===== src/rtl/mem_interface.sv =====
// ---------------------------------------------------------------------------
// mem_interface: multi-cycle fetch/load/store unit with PC and IR.  Rev 1.0
// ---------------------------------------------------------------------------
`default_nettype none

module mem_interface (
  input  logic        clk,
  input  logic        reset,
  input  logic        start,
  input  logic        ir_write,
  input  logic        adr_src,
  input  logic        mem_write,
  input  logic [2:0]  funct3,
  input  logic        pc_write,
  input  logic [31:0] result,
  input  logic [31:0] write_data,
  input  logic        mem_ack,
  input  logic [31:0] mem_rdata,
  output logic [31:0] pc,
  output logic [31:0] old_pc,
  output logic [31:0] instr,
  output logic [31:0] read_data,
  output logic        mem_req,
  output logic        mem_we,
  output logic [31:0] mem_addr,
  output logic [31:0] mem_wdata,
  output logic [3:0]  mem_wstrb,
  output logic        stall,
  output logic        misaligned
);

  typedef enum logic [0:0] {IDLE = 1'b0, BUSY = 1'b1} state_t;

  state_t      state;
  logic        q_fetch;
  logic        q_load;
  logic [2:0]  q_funct3;
  logic [1:0]  q_off;

  logic [31:0] eff_addr;
  logic [1:0]  off;
  logic        is_store;
  logic        acc_byte;
  logic        acc_half;
  logic        bad_align;
  logic [31:0] st_wdata;
  logic [3:0]  st_wstrb;
  logic [7:0]  ld_byte;
  logic [15:0] ld_half;
  logic [31:0] ld_data;

  assign eff_addr = adr_src ? result : pc;
  assign off      = eff_addr[1:0];
  assign is_store = mem_write & ~ir_write;
  assign stall    = (state == BUSY) & ~mem_ack;

  // Store sizes decode on the full funct3; load sizes ignore the sign bit.
  always_comb begin
    acc_byte = 1'b0;
    acc_half = 1'b0;
    if (!ir_write) begin
      if (is_store) begin
        acc_byte = (funct3 == 3'b000);
        acc_half = (funct3 == 3'b001);
      end else begin
        acc_byte = (funct3[1:0] == 2'b00);
        acc_half = (funct3[1:0] == 2'b01);
      end
    end
  end

  assign bad_align = acc_half ? off[0] : (!acc_byte && (off != 2'b00));

  always_comb begin
    st_wdata = write_data;
    st_wstrb = 4'b1111;
    case (funct3)
      3'b000: begin
        st_wdata = {4{write_data[7:0]}};
        st_wstrb = 4'b0001 << off;
      end
      3'b001: begin
        st_wdata = {2{write_data[15:0]}};
        st_wstrb = 4'b0011 << off;
      end
      default: ;
    endcase
  end

  always_comb begin
    case (q_off)
      2'd0:    ld_byte = mem_rdata[7:0];
      2'd1:    ld_byte = mem_rdata[15:8];
      2'd2:    ld_byte = mem_rdata[23:16];
      default: ld_byte = mem_rdata[31:24];
    endcase
    ld_half = q_off[1] ? mem_rdata[31:16] : mem_rdata[15:0];
    case (q_funct3)
      3'b000:  ld_data = {{24{ld_byte[7]}}, ld_byte};
      3'b100:  ld_data = {24'h0, ld_byte};
      3'b001:  ld_data = {{16{ld_half[15]}}, ld_half};
      3'b101:  ld_data = {16'h0, ld_half};
      default: ld_data = mem_rdata;
    endcase
  end

  always_ff @(posedge clk or posedge reset) begin
    if (reset) begin
      state      <= IDLE;
      pc         <= 32'h0;
      old_pc     <= 32'h0;
      instr      <= 32'h00000013;
      read_data  <= 32'h0;
      mem_req    <= 1'b0;
      mem_we     <= 1'b0;
      mem_addr   <= 32'h0;
      mem_wdata  <= 32'h0;
      mem_wstrb  <= 4'b0000;
      misaligned <= 1'b0;
      q_fetch    <= 1'b0;
      q_load     <= 1'b0;
      q_funct3   <= 3'b000;
      q_off      <= 2'b00;
    end else begin
      misaligned <= 1'b0;
      if (pc_write)
        pc <= result;
      if (state == IDLE) begin
        if (start) begin
          if (bad_align) begin
            misaligned <= 1'b1;
          end else begin
            state     <= BUSY;
            mem_req   <= 1'b1;
            mem_addr  <= {eff_addr[31:2], 2'b00};
            mem_we    <= is_store;
            mem_wstrb <= is_store ? st_wstrb : 4'b0000;
            mem_wdata <= st_wdata;
            q_fetch   <= ir_write;
            q_load    <= ~ir_write & ~mem_write;
            q_funct3  <= funct3;
            q_off     <= off;
          end
        end
      end else if (mem_ack) begin
        state     <= IDLE;
        mem_req   <= 1'b0;
        mem_we    <= 1'b0;
        mem_wstrb <= 4'b0000;
        // old_pc captures the register value, i.e. before a same-edge pc_write.
        if (q_fetch) begin
          instr  <= mem_rdata;
          old_pc <= pc;
        end else if (q_load) begin
          read_data <= ld_data;
        end
      end
    end
  end

endmodule

`default_nettype wire


===== config.mk =====
export PLATFORM = sky130hd
export DESIGN_NAME = mem_interface
export DESIGN_NICKNAME = d
export VERILOG_FILES = /design/src/rtl/mem_interface.sv
export SDC_FILE = /design/constraint.sdc
export NUM_CORES = 1
export LEC_CHECK = 0
export CAP_MARGIN = 0
export CORE_MARGIN = 2
export CORE_UTILIZATION = 34
export DETAILED_ROUTE_END_ITERATION = 8
export PLACE_DENSITY_LB_ADDON = 0.2
export RECOVER_POWER = 25
export SYNTH_ARGS = -nofsm -noshare
export SYNTH_HDL_FRONTEND = slang
export SYNTH_SLANG_ARGS = --single-unit

===== constraint.sdc =====
create_clock -name clk -period 12.46 [get_ports clk]
set_input_delay 3.115 -clock clk [delete_from_list [all_inputs] [get_ports clk]]
set_output_delay 3.115 -clock clk [all_outputs]
set_load 0.01 [all_outputs]

==> results of run 1 <==
cell usage after synthesis, drive strengths merged, types with 3 or more instances:
library cell / instances
nand2: 38
nor2: 20
dfstp: 3
mux2i: 22
dfrtp: 202
a21oi: 39
o21ai: 3
nand3: 35
nand2b: 11
mux2: 213
inv: 10
buf: 17
a21o: 6
clkbuf: 26
or3: 6
o31ai: 6
final cells by class:
class	count	area [µm²]	area share
Sequential cell	205	5130	0.389
Multi-Input combinational cell	420	3730	0.283
Timing Repair Buffer	313	3100	0.235
Clock buffer	37	741	0.0561
Tap cell	341	427	0.0323
Inverter	10	38.8	0.00294
Clock inverter	6	30.0	0.00228
metal layers:
layer	GRT usage	part of all wire	routed length, µm	vias up
met2	0.285	0.45	11600	215
met1	0.238	0.44	11300	3207
met5	0	0	0	-
met4	0.0408	0.021	545	0
li1	-	-	-	2992
met3	0.0670	0.091	2350	35
worst max-delay path, cell delays in order:
cell and delay [ns]:
dlygate4sd3_1 0.55, clkinvlp_2 3.35, buf_4 1.13
metrics by stage:
step | cell area (µm²) | utilization | std cells
5_1_grt | 13200 | 0.495 | 1332
4_1_cts | 13200 | 0.496 | 1332
3_3_place_gp | 12400 | 0.467 | 1289
3_5_place_dp | 12400 | 0.467 | 1289
6_report | 13200 | 0.495 | 1332
2_1_floorplan | 9150 | - | 678
power breakdown:
part / internal (W) / total [W] / leakage (nW) / switching, W
clock network: 0.000407 / 0.000684 / 0.388 / 0.000277
registers: 0.000923 / 0.00108 / 2.48 / 0.000154
logic: 0.000677 / 0.00110 / 2.74 / 0.000426
sequential cells by signal, summed over array words and instances (netlist names):
register    flops
instr          32
mem_wdata      32
old_pc         32
pc             32
read_data      32
mem_addr       30
mem_wstrb       4
q_funct3        3
q_off           2
mem_req         1
mem_we          1
misaligned      1
q_fetch         1
q_load          1
state           1
worst max path at each step:
stage	endpoint	slack [ns]	cells after the start
floorplan	instr[10]	3.75	1
global placement	stall	5.01	3
detailed placement	stall	5.00	3
CTS	stall	4.99	3
global route	read_data[19]	3.48	3
finish	mem_wdata[9]	4.59	3
logic make-up after synthesis:
| logic type | share of synthesized area |
|---|---|
| AOI/OAI and AO/OA | 0.0414 |
| buffers and inverters | 0.0341 |
| DFF | 0.561 |
| muxes | 0.301 |
| other | 0.000410 |
| and+or+nand+nor | 0.0614 |
==> flow_metrics.tcl, run 1 <==
set metrics [dict create \
    ir_worst_vdd_v 0.000128 \
    rr_startpoint "state" \
    cts.sinks 205 \
    ys_seq_area_frac 0.561 \
    grt_pass1_vias 6927 \
    vias_per_cell 4.84 \
    dp_slack_ns 5.00 \
    power_leakage_nw 5.61 \
    most-common-layout-cells "300 x clkdlybuf4s50_1, 202 x dfrtp_1, 180 x mux2_2" \
    critPathLaunchType "input pin" \
    maxSlewViolCount 216 \
    hold_violations 0 \
    synth_seq_cells 205 \
    crit_type "in2async" \
    cts.htree.levels 1 \
    rsz0062_at_grt "false" \
    synth_top_cell_by_area "dfrtp_1" \
    finalSetupViolations 0 \
    chipHeight_um 168 \
    drv_cap 3 \
    cts-resized-gates 0 \
    pin_count 307 \
    fp.dieArea_um2 28200 \
    clk_latency_ns 0.51 \
    cp-end-kind "async pin" \
    finalCriticalPeriod_ns 7.87 \
    min_from "mem_req" \
    core_area_um2 26700 \
    ant_nets 0 \
    reg2reg_depth 4 \
    ys_types 37 \
    worstHoldEndpoint "mem_req" \
    grt_first_pass_wirelength_mm 40.7 \
    first_iter_violations 237 \
    place_congestion 0.780 \
    fin_hold_ws_ns 0.478 \
    dp_hpwl_mm 17.4 \
    fin_nets 1081 \
    synth.avg_cell_area_um2 13.5 \
    remaining_drc_errors 0 \
    postCtsSetupBuffers 0 \
    synth_top_area_share 0.553 \
    clk_pin_slew_ns 0.06 \
    relSlewSlack -3.07 \
    min_path_type "reg2reg" \
    final_common_cell "clkdlybuf4s50_1" \
    grt.overflow.total 0 \
    placement.io_buffers 304 \
    tightest_slew_ns 6.08 \
    grt.total_usage 0.181 \
    ys_warn_count 0 \
    n_antenna_cell 0 \
    cts_hold_buffers 0 \
    cts_buffers 24 \
    cts-root-buf "clkbuf_16" \
    cts_tree "built" \
    period_share 0.632 \
    setup_tns_ns 0 \
    initial_core_util 0.343 \
    worstHoldPathCells 1 \
    crit_path_start "reset" \
    syn_area_um2 9150 \
    fillers 2392 \
    num_rows 60 \
    synth-edff-count 0 \
    vias 6449 \
    crit_fanout 135 \
    violations "max-capacitance violations, max-slew violations" \
    cts_buffer_depth 3 \
    rrSetupSlack_ns 9.49 \
    p_per_area_nw_per_um2 217 \
    worst_slack_ns 4.59 \
    fmax_ghz 0.127 \
    synth_ff_type "dfrtp_1" \
    cp.arrival_ns 8.37 \
    die_x_um 168 \
    final_layout_size_suffix_gt1_frac 0.271 \
    syn_inst 677 \
    outcome "complete, but fails checks" \
    synthTopCellsByArea "dfrtp_1 55%, mux2_2 22%, mux2_4 5.1%" \
    rr_endpoint "read_data[28]" \
    wl_per_cell_um 19.3 \
    async_flop_share 1.00 \
    wl_mm 25.7 \
    power_w 0.00286 \
    drtPass1Iterations 4 \
    grt_max_degree 136 \
    antenna_found_initial 0 \
    area_delta_synth_final_pct 44.2 \
    cp.required_ns 12.96 \
    skew_ns 0.0181 \
]
(Power assumes the default switching activity.)
==> run 2, diff against run 1 <==
==> constraint.sdc (replaced) <==
create_clock -name clk -period 8.1 [get_ports clk]
set_input_delay 2.025 -clock clk [delete_from_list [all_inputs] [get_ports clk]]
set_output_delay 2.025 -clock clk [all_outputs]
set_load 0.01 [all_outputs]
==> run 2 against run 1 <==
  * The run still ends with max-capacitance violations, max-slew violations left
  * Setup slack got worse by 2.1 ns
  * Die area unchanged
  * Design area decreased by 0.44%
  * Routed wire length increased by 0.27%
  * Final cell count decreased by 0.23%
==> flow_metrics.tcl, run 2 (synthesis results as in run 1) <==
set metrics [dict create \
    finalCriticalPeriod_ns 5.60 \
    reg2reg_depth 4 \
    core_area_um2 26700 \
    dp_slack_ns 2.66 \
    wl_mm 25.8 \
    rrSetupSlack_ns 5.10 \
    cp.required_ns 8.65 \
    fmax_ghz 0.178 \
    fp.dieArea_um2 28200 \
    rsz0062_at_grt "false" \
    wl_per_cell_um 19.4 \
    postCtsSetupBuffers 0 \
    power_frac_comb 0.388 \
    cts.sinks 205 \
    die_x_um 168 \
    pin_count 307 \
    power_frac_clock 0.232 \
    setup_tns_ns 0 \
    rr_startpoint "state" \
    outcome "complete, but fails checks" \
    tightest_slew_ns 4.54 \
    place_congestion 0.750 \
    maxSlewViolCount 181 \
    switching_share 0.300 \
    p_per_area_nw_per_um2 332 \
    placement.io_buffers 304 \
    hold_violations 0 \
    grt_max_degree 101 \
    finalSetupViolations 0 \
    n_antenna_cell 0 \
    cts_buffers 25 \
    ant_nets 0 \
    period_share 0.692 \
    remaining_drc_errors 0 \
    vias_per_cell 4.85 \
    power_leakage_nw 5.57 \
    crit_path_start "reset" \
    vias 6447 \
    grt.overflow.total 0 \
    cts_buffer_depth 3 \
    final_layout_size_suffix_gt1_frac 0.263 \
    skew_ns 0.0105 \
    cp-end-kind "async pin" \
    initial_core_util 0.343 \
    grt_first_pass_wirelength_mm 40.3 \
    p_seq_frac 0.380 \
    first_iter_violations 341 \
    min_path_type "reg2reg" \
    antenna_found_initial 0 \
    critPathLaunchType "input pin" \
    worst_slack_ns 2.50 \
    chipHeight_um 168 \
    crit_end "read_data[14]" \
    cts-resized-gates 0 \
    drv_cap 3 \
    power_w 0.00436 \
    switchingPower_w 0.00131 \
    drtPass1Iterations 4 \
    fin_hold_ws_ns 0.474 \
    cts_tree "built" \
    clk_latency_ns 0.51 \
    ir_worst_vdd_v 0.000204 \
    grt_pass1_vias 6820 \
    fin_nets 1081 \
    most-common-layout-cells "293 x clkdlybuf4s50_1, 202 x dfrtp_1, 180 x mux2_2" \
    rr_endpoint "read_data[28]" \
    cts-root-buf "clkbuf_16" \
    crit_fanout 100 \
    cts_hold_buffers 0 \
    final_common_cell "clkdlybuf4s50_1" \
    p_int_w 0.00305 \
    cts.htree.levels 1 \
    violations "max-capacitance violations, max-slew violations" \
    area_delta_synth_final_pct 43.6 \
    crit_type "in2async" \
    relSlewSlack -2.04 \
    grt.total_usage 0.179 \
    cp.arrival_ns 6.15 \
    clk_pin_slew_ns 0.05 \
    dp_hpwl_mm 17.9 \
    num_rows 60 \
]
## run 2: cell types whose count changed in the layout (fill, tap and decap cells not counted)
cell / previous run / this run
clkbuf_8: 7 / 4
clkdlybuf4s50_1: 300 / 293
buf_4: 8 / 6
nor3b_2: 1 / 0
clkbuf_1: 7 / 12
nor3b_1: 1 / 2
dlygate4sd3_1: 2 / 9
clkinv_2: 6 / 3
## run 2: metal layers
| metal | vias up | global-route usage | part of all wire |
|---|---|---|---|
| met5 | - | 0 | 0 |
| met1 | 3182 | 0.237 | 0.44 |
| met3 | 39 | 0.0618 | 0.085 |
| met2 | 232 | 0.282 | 0.45 |
| li1 | 2994 | - | - |
| met4 | 0 | 0.0476 | 0.027 |
## run 2: worst max-delay path, cell delays in order
cell and delay, ns:
dlygate4sd3_1 0.55, clkinvlp_2 2.53, buf_4 0.94
## run 2: metrics by stage
step	instances	utilization	cell area, µm²
after floorplan	678	-	9150
after global placement	1288	0.466	12400
after detailed placement	1288	0.466	12400
after CTS	1329	0.494	13200
after global routing	1329	0.493	13100
final	1329	0.493	13100
## run 2: cell type report
cell class,count,area (µm²)
clock buffers,38,714
clock inverters,3,15.0
fillers,2392,13500
inverters,10,38.8
multi-input cells,420,3720
flip-flops and latches,205,5130
well taps,341,427
repair buffers,312,3080
## run 2: worst min-delay path by stage
stage                     startpoint         end  slack, ns  cells after the start
final                        mem_req     mem_req       0.47                      1
after global routing         mem_req     mem_req       0.51                      1
after CTS                    mem_req     mem_req       0.48                      1
after detailed placement     mem_req     mem_req       0.47                      1
after global placement       mem_req     mem_req       0.47                      1
after floorplan                state  misaligned       0.48                      1
## run 2: power groups by stage
| stage | clock network, W | logic [W] | registers, W |
|---|---|---|---|
| after CTS | 0.00105 | 0.00172 | 0.00166 |
| after floorplan | 0 | 0.000574 | 0.00181 |
| after global placement | 0 | 0.00170 | 0.00166 |
| after detailed placement | 0 | 0.00172 | 0.00167 |
| final | 0.00101 | 0.00169 | 0.00166 |
| after global routing | 0.00109 | 0.00181 | 0.00172 |
